`config.mk`:
```
export PLATFORM = sky130hd
export DESIGN_NAME = pkt_rx_parser_flat
export DESIGN_NICKNAME = d
export VERILOG_FILES = /design/src/rtl/pkt_rx_parser_pkg.sv /design/src/rtl/pkt_rx_parser_if.sv /design/src/rtl/pkt_rx_parser.sv /design/src/flat_wrapper.sv
export SDC_FILE = /design/constraint.sdc
export NUM_CORES = 1
export LEC_CHECK = 0
export BUFFER_PORTS_ARGS = -buffer_cell sky130_fd_sc_hd__buf_4
export CORE_MARGIN = 10
export CORE_UTILIZATION = 35
export DETAILED_ROUTE_END_ITERATION = 8
export HOLD_SLACK_MARGIN = 0.1
export SYNTH_ARGS = -nofsm -noshare
export SYNTH_HDL_FRONTEND = slang
export SYNTH_SLANG_ARGS = --single-unit
```
`constraint.sdc`:
```
create_clock -name clk -period 3.7 [get_ports clk]
set_input_delay 0 -clock clk [delete_from_list [all_inputs] [get_ports clk]]
set_output_delay 0 -clock clk [all_outputs]
set_load 0.03 [all_outputs]
```
`src/rtl/pkt_rx_parser_pkg.sv`:
```
// Shared packet definitions for the radio receive path (parser and reward block).
// PKT_CHECKSUM_EN adds the CHK state used by the optional trailing XOR word.
package pkt_rx_parser_pkg;

  typedef enum logic [2:0] {
    PT_HEARTBEAT   = 3'b000,
    PT_CH_ELECT    = 3'b001,
    PT_CH_TIMESLOT = 3'b010,
    PT_DATA_3      = 3'b011,
    PT_DATA_4      = 3'b100,
    PT_DATA_5      = 3'b101,
    PT_DATA_6      = 3'b110,
    PT_INVALID     = 3'b111
  } pkt_type_e;

  localparam logic [3:0] LEN_HEARTBEAT   = 4'd6;
  localparam logic [3:0] LEN_CH_ELECT    = 4'd8;
  localparam logic [3:0] LEN_CH_TIMESLOT = 4'd3;
  localparam logic [3:0] LEN_GENERIC     = 4'd8;

  localparam logic [15:0] BROADCAST_ID = 16'hFFFF;
  localparam logic [15:0] INVALID_HOPS = 16'hFFFF;

  typedef enum logic [2:0] {
    S_IDLE,
    S_FIELDS,
`ifdef PKT_CHECKSUM_EN
    S_CHK,
`endif
    S_EMIT,
    S_DROP
  } rx_state_e;

  // Word count including the header; zero for the invalid type.
  function automatic logic [3:0] pkt_len(input pkt_type_e t);
    case (t)
      PT_HEARTBEAT:   pkt_len = LEN_HEARTBEAT;
      PT_CH_ELECT:    pkt_len = LEN_CH_ELECT;
      PT_CH_TIMESLOT: pkt_len = LEN_CH_TIMESLOT;
      PT_INVALID:     pkt_len = 4'd0;
      default:        pkt_len = LEN_GENERIC;
    endcase
  endfunction

endpackage

```
`src/rtl/pkt_rx_parser_if.sv`:
```
// Radio word stream handshake between the receiver front end and the packet parser.
interface pkt_rx_parser_if #(
  parameter int unsigned WORD_WIDTH = 16
);
  logic                  rx_valid;
  logic                  rx_ready;
  logic                  rx_last;
  logic [WORD_WIDTH-1:0] rx_data;

  modport master (output rx_valid, output rx_data, output rx_last, input rx_ready);
  modport slave  (input rx_valid, input rx_data, input rx_last, output rx_ready);
endinterface

```
`src/rtl/pkt_rx_parser.sv`:
```
// Packet field parser: decodes a word stream into registered packet fields.
// Optional trailing XOR checksum word when PKT_CHECKSUM_EN is defined.
module pkt_rx_parser
  import pkt_rx_parser_pkg::*;
#(
  parameter int unsigned WORD_WIDTH   = 16,
  parameter int unsigned DROP_TIMEOUT = 64
) (
  input  logic                  clk,
  input  logic                  nrst,
  pkt_rx_parser_if.slave        rx,
  input  logic [WORD_WIDTH-1:0] myNodeID,
  output logic [2:0]            fPacketType,
  output logic [WORD_WIDTH-1:0] fSourceID,
  output logic [WORD_WIDTH-1:0] fDestinationID,
  output logic [WORD_WIDTH-1:0] fSourceHops,
  output logic [WORD_WIDTH-1:0] fQValue,
  output logic [WORD_WIDTH-1:0] fEnergyLeft,
  output logic [WORD_WIDTH-1:0] fChosenCH,
  output logic [WORD_WIDTH-1:0] fHopsFromCH,
  output logic [5:0]            fTimeslot,
  output logic                  pkt_valid,
  output logic                  iAmDestination,
  output logic                  pkt_err
);

  localparam int unsigned DT_W = $clog2(DROP_TIMEOUT + 1);
  localparam logic [WORD_WIDTH-1:0] BCAST   = WORD_WIDTH'(BROADCAST_ID);
  localparam logic [WORD_WIDTH-1:0] NO_HOPS = WORD_WIDTH'(INVALID_HOPS);

  typedef struct packed {
    logic [2:0]            ptype;
    logic [5:0]            ts;
    logic [WORD_WIDTH-1:0] src;
    logic [WORD_WIDTH-1:0] dst;
    logic [WORD_WIDTH-1:0] shops;
    logic [WORD_WIDTH-1:0] qval;
    logic [WORD_WIDTH-1:0] energy;
    logic [WORD_WIDTH-1:0] ch;
    logic [WORD_WIDTH-1:0] hch;
    logic                  iam;
  } fields_t;

  localparam fields_t FIELDS_RST = '{
    ptype: 3'b111, ts: '0, src: '0, dst: '0, shops: NO_HOPS,
    qval: '0, energy: '0, ch: '0, hch: NO_HOPS, iam: 1'b0
  };

  rx_state_e             state_q, state_d;
  logic [3:0]            cnt_q, cnt_d;
  logic [DT_W-1:0]       drop_cnt_q, drop_cnt_d;
  pkt_type_e             hdr_type_q, hdr_type_d;
  logic [5:0]            hdr_ts_q, hdr_ts_d;
  logic [WORD_WIDTH-1:0] slot_q [1:7];
  logic [WORD_WIDTH-1:0] slot_d [1:7];
  fields_t               out_q, out_d;
  logic                  pkt_valid_q, pkt_valid_d;
  logic                  pkt_err_q, pkt_err_d;
  logic                  rx_ready_q, rx_ready_d;
  logic                  accept;
  logic                  load;
  logic [3:0]            len;
`ifdef PKT_CHECKSUM_EN
  logic [WORD_WIDTH-1:0] acc_q, acc_d;
  logic [WORD_WIDTH-1:0] chk_q, chk_d;
`endif

  assign accept = rx.rx_valid && rx_ready_q;
  assign len    = pkt_len(hdr_type_q);

  always_comb begin
    state_d     = state_q;
    cnt_d       = cnt_q;
    drop_cnt_d  = drop_cnt_q;
    hdr_type_d  = hdr_type_q;
    hdr_ts_d    = hdr_ts_q;
    slot_d      = slot_q;
    out_d       = out_q;
    pkt_valid_d = 1'b0;
    pkt_err_d   = 1'b0;
    load        = 1'b0;
`ifdef PKT_CHECKSUM_EN
    acc_d       = acc_q;
    chk_d       = chk_q;
`endif

    case (state_q)
      S_IDLE: begin
        if (accept) begin
          hdr_type_d = pkt_type_e'(rx.rx_data[15:13]);
          hdr_ts_d   = rx.rx_data[5:0];
          // Preload absent-field defaults so short packet types need no masking at emit.
          for (int unsigned i = 1; i <= 7; i++) begin
            slot_d[i] = (i == 3 || i == 7) ? NO_HOPS : '0;
          end
`ifdef PKT_CHECKSUM_EN
          acc_d = rx.rx_data;
`endif
          if (rx.rx_last) begin
            pkt_err_d = 1'b1;
          end else if (hdr_type_d == PT_INVALID) begin
            state_d = S_DROP;
          end else begin
            state_d = S_FIELDS;
            cnt_d   = 4'd1;
          end
        end
      end

      S_FIELDS: begin
        if (accept) begin
          cnt_d = cnt_q + 4'd1;
`ifdef PKT_CHECKSUM_EN
          if (cnt_q == len) begin
            chk_d   = rx.rx_data;
            state_d = rx.rx_last ? S_CHK : S_DROP;
          end else begin
            slot_d[cnt_q[2:0]] = rx.rx_data;
            acc_d              = acc_q ^ rx.rx_data;
            if (rx.rx_last) begin
              state_d   = S_IDLE;
              pkt_err_d = 1'b1;
            end
          end
`else
          slot_d[cnt_q[2:0]] = rx.rx_data;
          if (cnt_q == len - 4'd1) begin
            if (rx.rx_last) begin
              state_d = S_EMIT;
              load    = 1'b1;
            end else begin
              state_d = S_DROP;
            end
          end else if (rx.rx_last) begin
            state_d   = S_IDLE;
            pkt_err_d = 1'b1;
          end
`endif
        end
      end

`ifdef PKT_CHECKSUM_EN
      S_CHK: begin
        if (acc_q == chk_q) begin
          state_d = S_EMIT;
          load    = 1'b1;
        end else begin
          state_d   = S_IDLE;
          pkt_err_d = 1'b1;
        end
      end
`endif

      S_EMIT: state_d = S_IDLE;

      S_DROP: begin
        if ((accept && rx.rx_last) || drop_cnt_q == DT_W'(DROP_TIMEOUT - 1)) begin
          state_d   = S_IDLE;
          pkt_err_d = 1'b1;
        end else begin
          drop_cnt_d = drop_cnt_q + DT_W'(1);
        end
      end

      default: state_d = S_IDLE;
    endcase

    if (state_d != S_FIELDS) cnt_d = '0;
    if (state_d != S_DROP) drop_cnt_d = '0;

    // Outputs and pkt_valid load on entry to EMIT so the pulse is visible in the EMIT cycle.
    if (load) begin
      out_d.ptype  = hdr_type_q;
      out_d.ts     = hdr_ts_q;
      out_d.src    = slot_d[1];
      out_d.dst    = slot_d[2];
      out_d.shops  = slot_d[3];
      out_d.qval   = slot_d[4];
      out_d.energy = slot_d[5];
      out_d.ch     = slot_d[6];
      out_d.hch    = slot_d[7];
      out_d.iam    = (slot_d[2] == myNodeID) || (slot_d[2] == BCAST);
      pkt_valid_d  = 1'b1;
    end

`ifdef PKT_CHECKSUM_EN
    rx_ready_d = (state_d != S_EMIT) && (state_d != S_CHK);
`else
    rx_ready_d = (state_d != S_EMIT);
`endif
  end

  always_ff @(posedge clk or negedge nrst) begin
    if (!nrst) begin
      state_q     <= S_IDLE;
      cnt_q       <= '0;
      drop_cnt_q  <= '0;
      hdr_type_q  <= PT_INVALID;
      hdr_ts_q    <= '0;
      slot_q      <= '{default: '0};
      out_q       <= FIELDS_RST;
      pkt_valid_q <= 1'b0;
      pkt_err_q   <= 1'b0;
      rx_ready_q  <= 1'b1;
`ifdef PKT_CHECKSUM_EN
      acc_q       <= '0;
      chk_q       <= '0;
`endif
    end else begin
      state_q     <= state_d;
      cnt_q       <= cnt_d;
      drop_cnt_q  <= drop_cnt_d;
      hdr_type_q  <= hdr_type_d;
      hdr_ts_q    <= hdr_ts_d;
      slot_q      <= slot_d;
      out_q       <= out_d;
      pkt_valid_q <= pkt_valid_d;
      pkt_err_q   <= pkt_err_d;
      rx_ready_q  <= rx_ready_d;
`ifdef PKT_CHECKSUM_EN
      acc_q       <= acc_d;
      chk_q       <= chk_d;
`endif
    end
  end

  assign rx.rx_ready     = rx_ready_q;
  assign fPacketType     = out_q.ptype;
  assign fTimeslot       = out_q.ts;
  assign fSourceID       = out_q.src;
  assign fDestinationID  = out_q.dst;
  assign fSourceHops     = out_q.shops;
  assign fQValue         = out_q.qval;
  assign fEnergyLeft     = out_q.energy;
  assign fChosenCH       = out_q.ch;
  assign fHopsFromCH     = out_q.hch;
  assign iAmDestination  = out_q.iam;
  assign pkt_valid       = pkt_valid_q;
  assign pkt_err         = pkt_err_q;

endmodule

```
`src/flat_wrapper.sv`:
```
// flat-port wrapper written by rule: the top's interface ports become plain ports
module pkt_rx_parser_flat import pkt_rx_parser_pkg::*;
#(
  parameter int unsigned WORD_WIDTH   = 16,
  parameter int unsigned DROP_TIMEOUT = 64
)
  (clk, nrst, myNodeID, fPacketType, fSourceID, fDestinationID, fSourceHops, fQValue, fEnergyLeft, fChosenCH, fHopsFromCH, fTimeslot, pkt_valid, iAmDestination, pkt_err, rx_rx_valid, rx_rx_data, rx_rx_last, rx_rx_ready);
  pkt_rx_parser_if #(.WORD_WIDTH(WORD_WIDTH)) rx_i ();
  input  logic clk;
  input  logic nrst;
  input  logic [WORD_WIDTH-1:0] myNodeID;
  output logic [2:0] fPacketType;
  output logic [WORD_WIDTH-1:0] fSourceID;
  output logic [WORD_WIDTH-1:0] fDestinationID;
  output logic [WORD_WIDTH-1:0] fSourceHops;
  output logic [WORD_WIDTH-1:0] fQValue;
  output logic [WORD_WIDTH-1:0] fEnergyLeft;
  output logic [WORD_WIDTH-1:0] fChosenCH;
  output logic [WORD_WIDTH-1:0] fHopsFromCH;
  output logic [5:0] fTimeslot;
  output logic pkt_valid;
  output logic iAmDestination;
  output logic pkt_err;
  input wire logic [$bits(rx_i.rx_valid)-1:0] rx_rx_valid;
  input wire logic [$bits(rx_i.rx_data)-1:0] rx_rx_data;
  input wire logic [$bits(rx_i.rx_last)-1:0] rx_rx_last;
  output wire logic [$bits(rx_i.rx_ready)-1:0] rx_rx_ready;
  assign rx_i.rx_valid = rx_rx_valid;
  assign rx_i.rx_data = rx_rx_data;
  assign rx_i.rx_last = rx_rx_last;
  assign rx_rx_ready = rx_i.rx_ready;
  pkt_rx_parser #(.WORD_WIDTH(WORD_WIDTH), .DROP_TIMEOUT(DROP_TIMEOUT)) u_core (.clk(clk), .nrst(nrst), .rx(rx_i), .myNodeID(myNodeID), .fPacketType(fPacketType), .fSourceID(fSourceID), .fDestinationID(fDestinationID), .fSourceHops(fSourceHops), .fQValue(fQValue), .fEnergyLeft(fEnergyLeft), .fChosenCH(fChosenCH), .fHopsFromCH(fHopsFromCH), .fTimeslot(fTimeslot), .pkt_valid(pkt_valid), .iAmDestination(iAmDestination), .pkt_err(pkt_err));
endmodule
```
### Yosys cells after proc, flatten, opt, wreduce, memory -nomap -nowiden

Cells that the tools add are included.

| storage, ports and cells | value |
|---|---|
| input bits | 36 |
| output and inout bits | 125 |
| flip-flop bits (word level) | 260 |
| word-level logic and storage cells | 95 |

| cells by class | value |
|---|---|
| $lt $le $gt $ge | 2 |
| reductions and logical operators | 12 |
| bitwise operators | 1 |
| add/subtract/negate cells | 3 |
| mux-type cells | 35 |
| equality and inequality tests | 17 |

Operators with widths:

| kind | count |
|---|---|
| two-way mux 112 bit | 2 |
| case mux 112 bit (2 select lines) | 1 |
| bitwise mux 112 bit | 1 |
| demux 16 bit (select 3 bit) | 1 |
| two-way mux 7 bit | 3 |
| two-way mux 4 bit | 5 |
| two-way mux 3 bit | 6 |
| == test 16 bit | 1 |
| == test 16 bit, second input constant | 1 |
| two-way mux 16 bit | 1 |
| case mux 4 bit (3 select lines) | 1 |
| two-way mux 1 bit | 10 |
| inequality test 3 x 1 -> 1 bit, second input constant | 3 |
| inequality test 3 x 2 -> 1 bit, second input constant | 3 |
| case mux 3 bit (3 select lines) | 1 |
| case mux 4 bit (2 select lines) | 1 |
| adder 7 x 1 -> 7 bit, second input constant | 1 |
| == test 7 x 6 -> 1 bit, second input constant | 1 |
| == test 3 x 2 -> 1 bit, second input constant | 2 |
| == test 3 bit, second input constant | 2 |
| zero test 3 bit | 2 |
| AND reduction 5 bit | 1 |
| adder 4 x 1 -> 4 bit, second input constant | 1 |
| == test 4 bit | 1 |
| other kinds (14) | 18 |

### Logic depth before layout (Yosys ltp)

Gate-level depths: netlist of run 1.

| depth | value |
|---|---|
| depth in word-level cells | 10 |
| depth in mapped cells | 10 |
| mapped depth without buffers | 7 |

### Worst setup path before layout of run 1

OpenSTA, ideal clock, no wires.

| timing | value |
|---|---|
| path type | reg2reg |
| start point | reg u_core.cnt_q[0] |
| end point | reg u_core.out_q, in the netlist u_core.fChosenCH[4] |
| clock period less this slack | 2.295 ns |
| data required time | 3.573 ns |
| data arrival time | 2.167 ns |
| path slack | 1.405 ns |
| path buffers | 4 |
| library setup time | 0.127 ns |
| stages on the path, launching flop included | 11 |
| path through | dfrtp_1 > buf_2 > nor4_2 > o2bb2ai_1 > a22oi_2 > or3_1 > buf_6 > clkinv_4 > buf_8 > buf_12 > mux2_1 |

| on the way | value |
|---|---|
| word-level cells in the longest chain between the ends | 8 |
| elaborated cells on any way between the ends | 13 |
| those cells by class | 2 x order compare; 1 x eq/ne; 8 x mux; 1 x bitwise; 1 x reduce/logical |

RTL lines:

| item | line | RTL |
|---|---|---|
| from (decl) | pkt_rx_parser.sv:50 | `logic [3:0] cnt_q, cnt_d;` |
| from (signal assigned) | pkt_rx_parser.sv:211 | `cnt_q <= cnt_d;` |
| NOT 3 -> 4 bit (not written as such) | pkt_rx_parser.sv:126 | `slot_d[cnt_q[2:0]] = rx.rx_data;` |
| greater-or-equal comparator 4 bit (not written as such) / less-than comparator 4 x 1 -> 1 bit (equally long branches) | pkt_rx_parser.sv:126 |  |
| logical AND 1 bit (not written as such) | pkt_rx_parser.sv:126 |  |
| two-way mux 16 bit (not written as such) | pkt_rx_parser.sv:126 |  |
| demux 16 bit (select 3 bit) | pkt_rx_parser.sv:126 |  |
| bitwise mux 112 bit | pkt_rx_parser.sv:126 |  |
| two-way mux 112 bit | pkt_rx_parser.sv:111 | `if (accept) begin` |
| case mux 112 bit (2 select lines) | pkt_rx_parser.sv:87 | `case (state_q)` |
| to (signal assigned) | pkt_rx_parser.sv:216 | `out_q <= out_d;` |
| to (decl) | pkt_rx_parser.sv:56 | `fields_t out_q, out_d;` |

Parallel ways exist; a longest one is shown, timed or not.
A chain may end at the register's enable or synchronous reset.

### Worst setup path in the final report of run 1

| timing | value |
|---|---|
| start point | reg u_core.cnt_q[2] |
| end point | reg u_core.out_q, in the netlist u_core.iAmDestination |

| on the way | value |
|---|---|
| word-level cells in the longest chain between the ends | 10 |
| elaborated cells on any way between the ends | 16 |
| those cells by class | 2 x order compare; 3 x eq/ne; 8 x mux; 1 x bitwise; 2 x reduce/logical |

RTL lines:

| item | line | RTL |
|---|---|---|
| NOT 3 -> 4 bit (not written as such) | pkt_rx_parser.sv:126 |  |
| greater-or-equal comparator 4 bit (not written as such) / less-than comparator 4 x 1 -> 1 bit (equally long branches) | pkt_rx_parser.sv:126 |  |
| logical AND 1 bit (not written as such) | pkt_rx_parser.sv:126 |  |
| two-way mux 16 bit (not written as such) | pkt_rx_parser.sv:126 |  |
| demux 16 bit (select 3 bit) | pkt_rx_parser.sv:126 |  |
| bitwise mux 112 bit | pkt_rx_parser.sv:126 |  |
| two-way mux 112 bit | pkt_rx_parser.sv:111 |  |
| case mux 112 bit (2 select lines) | pkt_rx_parser.sv:87 |  |
| == test 16 bit | pkt_rx_parser.sv:182 | `out_d.iam = (slot_d[2] == myNodeID) \|\| (slot_d[2] == BCAST);` |
| logical OR 1 bit | pkt_rx_parser.sv:182 |  |

Parallel ways exist; a longest one is shown, timed or not.

==> metrics, run 1 <==
RSZ-0062 raised after global routing=false; Post-synth EDFFs=0; CP arrival=3.73 ns; Seq/Total Area, Yosys=0.5970; area growth from synthesis to layout=25.05%; startpoint types=register; WL/cell=21.06 um; CP max-delay cell=dlygate4sd3_1; Most common cell on crit path=dlygate4sd3_1; leak pwr=6.535 nW; # diodes=0; core box area=0.03075 mm2; #FFs+latches synth=260; # rows=64; vias in the first global route=8240; Routed Antenna Nets=0; initial antenna violation count=1; Net Sw Frac=0.2290; Via density=5.052; Sink Count=260; PortBufs=160; RR Startpoint=u_core.cnt_q[2]$_DFFE_PN0P_; hold path start=rx_rx_data[8]; CP max FO=12; most frequent cell after synthesis=dfrtp_1; Max VDD drop=449.2 uV; total CTS buffers=30; Slew Limit Fails=0; CP required=4.13 ns; post-synthesis cell area=0.01098 mm2; Crit Path Category=reg2reg; PwrDens=447.1 mW/mm2; WL final=32530 um; clock tree from TritonCTS=built; Reg2Reg Depth=8; multi-input logic area=0.004019 mm2; via count=7805; Worst slew margin=0.4487; Sequential cell area=0.006555 mm2; Main synth FF type=dfrtp_1; Worst Slack Setup Final=0.4051 ns; Worst path top cell family by delay=buffers and inverters; Clock Tree Buf Depth=3; fillers=2919; Gate Count Post-Synth=959; CP startpoint=u_core.cnt_q[2]$_DFFE_PN0P_; Hold Crit Endpoint=u_core.slot_q[40]$_DFF_PN0_; Die Y-Extent=197.1 um; combinational share of power=0.050; H-tree Lvls=1; first-pass GRT wire length=50660 um; Total GRT Usage=0.1660; root buf cell=clkbuf_16; setup TNS=0 ns; Net Sw Power=0.001405 W; initial detailed-routing violation count=451; Crit path largest cell delay=0.55 ns; share of cells above drive strength 1=0.3229; most area-consuming cells after synthesis=dfrtp_1 (50%), mux2_2 (10%), dfstp_2 (9.3%); dpl hpwl=21540 um; Clk network pwr share=0.476; HP Class=in2reg; crit share post-route=0.8905; Worst Skew=0.01075 ns; DR pass1 iterations=5; Fmax=303.5 MHz; max_cap viols=0; run status=finished clean; Post-CTS Hold Buffers=24; synth cell count leaders=dfrtp_1 (221), nand2_1 (212), mux2_2 (98); Pint=0.004732 W; dominant cell type by area after synthesis=dfrtp_1; DRC viols=0; setup repair bufs after CTS=0; grt total ovfl=0; Final setup violation count=0; global placement routability congestion=0.8817; syn avg cell area=11.45 um2; die area=0.03885 mm2; fin crit period=3.295 ns; Setup WS pre-CTS=0.9484 ns; Post-synth ARST share=1.000; Top-Level Pins=161; Cell Chain, Critical Path=and4bb_2 > nand2_1 > mux2i_1 > a32oi_1 > and3_1 > dlygate4sd3_1 > a31o_1 > dlygate4sd3_1; Final Hold Fails=0; pin count of the biggest net entering global routing=115; Yosys top cell area share=0.5037; Reg power frac=0.473; Buf/Inv on CP=2; CP Capture Type=register; clock slew at reported path FFs=0.06 ns; Ys Warns=0; Unique masters post-synth=62; Starting Density=0.3571; Worst R2R End=u_core.iAmDestination$_DFFE_PN0P_; setup slack, reg-to-reg=0.41 ns; syn_nets=997; Gates resized, CTS repair=0; Worst Tran Pin Value=0.8206 ns; hold path depth=4; Clock Latency Late Sink=0.55 ns; chip width=197.1 um; Total Nets Final=1164
-- cells in the final DEF (no fill, tap or decap), drive strengths merged, types with 4 or more instances in the layout --
cell type	instances
a2111oi	6
nand2	212
a22oi	13
inv	18
clkbuf	46
or3	5
o21ai	73
nand2b	6
dfrtp	221
o211ai	13
mux2	127
nor4	5
nand3	38
buf	176
mux2i	5
clkinv	6
nor2b	13
xnor2	5
a21oi	6
nand4	6
nor2	11
a22o	8
nor3	7
dfstp	39
and2	11
a32oi	5
and3	4
dlygate4sd3	23
o22ai	5
-- power by group through the flow --
stage               clock network (W)  logic, W  registers [W]
floorplan                           0  0.000112        0.00295
global placement                    0  0.000289        0.00295
CTS                           0.00300  0.000315        0.00291
global route                  0.00313  0.000338        0.00291
detailed placement                  0  0.000289        0.00296
finish                        0.00292  0.000308        0.00291
-- state kept, by name (all words and copies together) (netlist names), 3 cells and up --
signal / count
u_core.fEnergyLeft: 16
u_core.fHopsFromCH: 16
u_core.fSourceHops: 16
u_core.drop_cnt_q: 7
u_core.slot_q: 112
u_core.fPacketType: 3
u_core.state_q: 3
u_core.fDestinationID: 16
u_core.fTimeslot: 6
u_core.fChosenCH: 16
u_core.fSourceID: 16
u_core.hdr_ts_q: 6
u_core.hdr_type_q: 3
u_core.fQValue: 16
u_core.cnt_q: 4
-- per-layer routing --
metal / up-vias / share of wire / global-route usage
met4: 0 / 0.019 / 0.03048
li1: 3649 / - / -
met1: 3884 / 0.46 / 0.2266
met5: - / 0 / 0
met3: 41 / 0.056 / 0.03339
met2: 231 / 0.47 / 0.2696
-- how the worst max path moves through the flow --
stage | end | slack, ns | depth (start not counted)
final | u_core.iAmDestination$_DFFE_PN0P_ | 0.41 | 8
after floorplan | u_core.fChosenCH[4]$_DFFE_PN0P_ | 1.41 | 10
after global routing | u_core.iAmDestination$_DFFE_PN0P_ | 0.26 | 8
after CTS | u_core.iAmDestination$_DFFE_PN0P_ | 0.44 | 8
after detailed placement | u_core.fSourceID[13]$_DFFE_PN0P_ | 0.95 | 7
after global placement | u_core.fSourceID[13]$_DFFE_PN0P_ | 0.96 | 7
-- worst reg2reg max path: stages (launching register included) --
cell and delay (ns):
dfrtp_1 0.51, and4bb_2 0.51, nand2_1 0.35, mux2i_1 0.25
a32oi_1 0.10, and3_1 0.20, dlygate4sd3_1 0.55, a31o_1 0.17
dlygate4sd3_1 0.55
-- stage by stage --
step	total power [W]	util	hold WS (ns)	std cells	area, um2
final	0.006138	0.4465	0.3698	1545	13730
after global routing	0.006372	0.4465	0.3657	1545	13730
after CTS	0.006221	0.4465	0.3292	1545	13730
after detailed placement	0.003245	0.4061	0.05601	1466	12490
after global placement	0.003244	0.4061	0.05622	1466	12490
after floorplan	0.003061	-	-0.2956	959	10980
-- cell families after synthesis --
kind of cell,after synthesis,share of synthesized area
compound gates,147,0.08581
other cells,1,0.0003416
mux,132,0.1348
buf+inv,82,0.03920
flops,260,0.5970
xor+xnor,5,0.003988
fa+ha+maj,2,0.002279
simple gates,330,0.1365
-- area by class of cell --
class,instances,share of cell area
clock buffers,46,0.06343
inverters,18,0.005286
well taps,396,0.03609
multi-input cells,617,0.2927
clock inverters,9,0.008202
flip-flops and latches,260,0.4774
repair buffers,199,0.1168
Note: power is estimated with default switching activity, not from simulation.
==> run 2: changes to the inputs <==
--- a/config.mk
+++ b/config.mk
@@ -8,6 +8,7 @@
 export BUFFER_PORTS_ARGS = -buffer_cell sky130_fd_sc_hd__buf_4
 export CORE_MARGIN = 10
 export CORE_UTILIZATION = 35
+export CTS_BUF_LIST = sky130_fd_sc_hd__clkbuf_4 sky130_fd_sc_hd__clkbuf_8
 export DETAILED_ROUTE_END_ITERATION = 8
 export HOLD_SLACK_MARGIN = 0.1
 export SYNTH_ARGS = -nofsm -noshare
==> metrics, run 2 (same netlist as run 1, synthesis figures left out) <==
via count=7905; initial antenna violation count=1; Clock Latency Late Sink=0.56 ns; CP max FO=14; CP Capture Type=register; DR pass1 iterations=5; run status=finished clean; fin crit period=3.294 ns; commonest cells after routing, fill and taps aside=dfrtp_1 (221), nand2_1 (212), buf_4 (172); CP arrival=3.74 ns; grt total ovfl=0; crit share post-route=0.8903; share of cells above drive strength 1=0.3467; Fin Hold WS=0.1586 ns; root buf cell=clkbuf_8; Placed Cells=1466; WL final=32710 um; Total GRT Usage=0.1676; Clock Tree Buf Depth=3; max reg flops=112; most flop-heavy register=u_core.slot_q; clock tree from TritonCTS=built; leak pwr=6.590 nW; Non-Filler Instances=1570; # rows=64; clock slew at reported path FFs=0.06 ns; first-pass GRT wire length=50900 um; Worst Tran Pin Value=0.8129 ns; HP Class=in2async; Total Nets Final=1178; chip width=197.1 um; Worst path top cell family by delay=buffers and inverters; Sink Count=260; Final setup violation count=0; Gates resized, CTS repair=0; Max VDD drop=213.4 uV; fillers=2920; global placement routability congestion=0.8817; WL/cell=20.83 um; Cell Chain, Critical Path=and4bb_2 > nand2_1 > mux2i_1 > a32oi_1 > and3_1 > dlygate4sd3_1 > a31o_1 > dlygate4sd3_1; Crit path largest cell delay=0.56 ns; setup TNS=0 ns; startpoint types=register; Routed Antenna Nets=0; area growth from synthesis to layout=25.37%; # diodes=0; dpl hpwl=21540 um; H-tree Lvls=2; total CTS buffers=45; PwrDens=446.0 mW/mm2; PortBufs=160; most common cell after layout, fill and taps aside=dfrtp_1; DRC viols=0; Top-Level Pins=161; Fmax=303.6 MHz; Crit Path Category=reg2reg; initial detailed-routing violation count=438; pin count of the biggest net entering global routing=115; Final Hold Fails=0; Buf/Inv on CP=2; Worst Skew=0.02118 ns; CP max-delay cell=dfstp_2; Slew Limit Fails=0; max_cap viols=0; Most common cell on crit path=dlygate4sd3_1; die area=0.03885 mm2; Starting Density=0.3571; core box area=0.03075 mm2; Worst slew margin=0.4539; Die Y-Extent=197.1 um; Via density=5.035; RSZ-0062 raised after global routing=false; CP required=4.14 ns; vias in the first global route=8388
[run 2: what timing repair did]
item | CTS | global route
buffers inserted | 0 | 0
hold buffers | 23 | 0
hold endpoints to repair | 329 | 0
setup endpoints to repair | 0 | 0
[run 2: power by group]
group          switching (W)  leakage [nW]  internal, W
Combinational       0.000212          2.74    0.0000951
Clock                0.00117         0.539      0.00175
Sequential         0.0000251          3.31      0.00288
[run 2: cell type report]
type	count	area (um2)	area share
clock buffer	72	897.1	0.06518
clock inverter	9	131.4	0.009545
inverter	18	72.57	0.005272
multi-input combinational	617	4019	0.2920
sequential	260	6555	0.4762
tap	396	495.5	0.03600
timing repair buffer	198	1594	0.1158
[run 2: path summary, 6_finish.rpt]
| check | start | endpoint | slack, ns | cells after the start |
|---|---|---|---|---|
| worst max-delay path | u_core.rx.rx_ready$_DFF_PN1_ | u_core.iAmDestination$_DFFE_PN0P_ | 0.41 | 8 |
| worst max register to register | u_core.rx.rx_ready$_DFF_PN1_ | u_core.iAmDestination$_DFFE_PN0P_ | 0.41 | 8 |
| min in group clk | rx_rx_data[8] | u_core.slot_q[24]$_DFF_PN0_ | 0.36 | 4 |
| max in group asynchronous | nrst | u_core.fQValue[7]$_DFFE_PN0P_ | 2.91 | 3 |
| worst min-delay path | nrst | u_core.fPacketType[2]$_DFFE_PN1P_ | 0.16 | 2 |
| worst min register to register | u_core.slot_q[14]$_DFF_PN0_ | u_core.slot_q[14]$_DFF_PN0_ | 0.49 | 2 |
[run 2: per-stage QoR]
step | total power, W | setup slack, ns | cell area, um2 | utilization
4_1_cts | 0.006231 | 0.4404 | 13760 | 0.4476
6_report | 0.006138 | 0.4060 | 13760 | 0.4476
3_3_place_gp | 0.003244 | 0.9561 | 12490 | 0.4061
2_1_floorplan | 0.003061 | 1.405 | 10980 | -
3_5_place_dp | 0.003245 | 0.9484 | 12490 | 0.4061
5_1_grt | 0.006386 | 0.2616 | 13760 | 0.4476
[run 2: metal layers]
metal	wire, um	GRT usage
met3	1796	0.03765
met2	15290	0.2686
met4	635	0.04158
met5	0	0
met1	14990	0.2254
==> run 3: changes to the inputs <==
==> constraint.sdc (replaced) <==
create_clock -name clk -period 3 [get_ports clk]
set_input_delay 0.45 -clock clk [delete_from_list [all_inputs] [get_ports clk]]
set_output_delay 0.45 -clock clk [all_outputs]
set_load 0.03 [all_outputs]
==> metrics, run 3 (same netlist as run 1, synthesis figures left out) <==
Fin Hold WS=0.2550 ns; HP Class=in2reg; Top-Level Pins=161; commonest cells after routing, fill and taps aside=dfrtp_1 (221), nand2_1 (212), buf_4 (180); initial antenna violation count=0; PwrDens=555.5 mW/mm2; Tot Pwr=0.007603 W; Buf/Inv on CP=2; Setup WS pre-CTS=0.3920 ns; Via density=5.060; dpl hpwl=22160 um; Total Nets Final=1168; Final setup violation count=0; first-pass GRT wire length=50960 um; Worst Skew=0.02100 ns; Worst Tran Pin Value=0.7453 ns; max_cap viols=0; post-route met1 wirelength=15130 um; Crit Path Category=reg2reg; # rows=64; PortBufs=160; grt total ovfl=0; CP arrival=3.11 ns; Clock Tree Buf Depth=3; Slew Limit Fails=0; WL/cell=20.84 um; crit share post-route=0.8795; Die Y-Extent=197.1 um; Max VDD drop=285.6 uV; global placement routability congestion=0.8986; die area=0.03885 mm2; CP Capture Type=register; Starting Density=0.3571; Placed Cells=1478; clock slew at reported path FFs=0.06 ns; Sink Count=260; highest routed layer=met4; area growth from synthesis to layout=24.65%; Routed Antenna Nets=0; share of cells above drive strength 1=0.3597; startpoint types=register; vias in the first global route=8236; Worst Slack Setup Final=0.3615 ns; run status=finished clean; max reg flops=112; via count=7899; setup TNS=0 ns; Total GRT Usage=0.1672; core box area=0.03075 mm2; Worst path top cell family by delay=simple AND/OR/NAND/NOR gates; most flop-heavy register=u_core.slot_q; setup repair bufs after CTS=0; # diodes=0; Crit path largest cell delay=0.64 ns; CP max-delay cell=dfrtp_1; DR pass1 iterations=4; most common cell after layout, fill and taps aside=dfrtp_1; Non-Filler Instances=1561; fin crit period=2.638 ns; H-tree Lvls=2; Cell Chain, Critical Path=nor3b_2 > nand3_1 > or3_1 > clkinv_4 > buf_4 > mux2_2; clock tree from TritonCTS=built; total CTS buffers=45; initial detailed-routing violation count=493; chip width=197.1 um; Final Hold Fails=0; met3 routed WL=1870 um; DRC viols=0; WL final=32530 um; met2 routed WL=14990 um; CP required=3.47 ns; RSZ-0062 raised after global routing=false; Gates resized, CTS repair=0; leak pwr=6.574 nW; Fmax=379.0 MHz; root buf cell=clkbuf_8; Clock Latency Late Sink=0.56 ns; Worst slew margin=0.5031; pin count of the biggest net entering global routing=76; CP max FO=30
run 3: layer usage:
layer  vias up  track usage
met5         -            0
met4         0      0.04301
met3        46      0.04140
met2       214       0.2594
met1      3971       0.2287
li1       3668            -
run 3: what timing repair did:
| action | in CTS | in global routing |
|---|---|---|
| endpoints found under the setup margin | 0 | 0 |
| endpoints found under the hold margin | 47 | 0 |
| hold buffers | 1 | 0 |
run 3: area by class of cell:
cell class	count	area [um2]
Fill cell	2939	17060
Inverter	18	72.57
Sequential cell	260	6555
Timing Repair Buffer	188	1496
Tap cell	396	495.5
Multi-Input combinational cell	617	4019
Clock buffer	74	918.4
Clock inverter	8	128.9
run 3: tightest hold or removal path: cells and delay by family:
kind                   cells  cell delay [ns]
buffers and inverters      1             0.16
AO/OA/AOI/OAI              1             0.09
AND/OR/NAND/NOR            1             0.06
run 3: final timing paths:
kind / startpoint / endpoint / slack [ns] / cells past startpoint
min in group asynchronous: nrst / u_core.slot_q[34]$_DFF_PN0_ / 0.45 / 2
max: u_core.state_q[0]$_DFF_PN0_ / u_core.fSourceHops[10]$_DFFE_PN1P_ / 0.36 / 6
max in group asynchronous: nrst / u_core.fHopsFromCH[0]$_DFFE_PN1P_ / 1.74 / 3
min: rx_rx_data[15] / u_core.slot_q[63]$_DFF_PN0_ / 0.25 / 3
max reg2reg: u_core.state_q[0]$_DFF_PN0_ / u_core.fSourceHops[10]$_DFFE_PN1P_ / 0.36 / 6
min reg2reg: u_core.slot_q[65]$_DFF_PN0_ / u_core.slot_q[65]$_DFF_PN0_ / 0.49 / 2
run 3: power breakdown:
part,switching [W],internal [W],leakage (nW)
sequential,0.0000378,0.00355,3.31
clock,0.00145,0.00220,0.552
combinational,0.000255,0.000107,2.71
total,0.00175,0.00586,6.57
run 3: metrics by stage:
step,area (um2),util
global placement,12630,0.4107
finish,13690,0.4451
floorplan,10980,-
CTS,13690,0.4451
global route,13690,0.4451
detailed placement,12630,0.4107
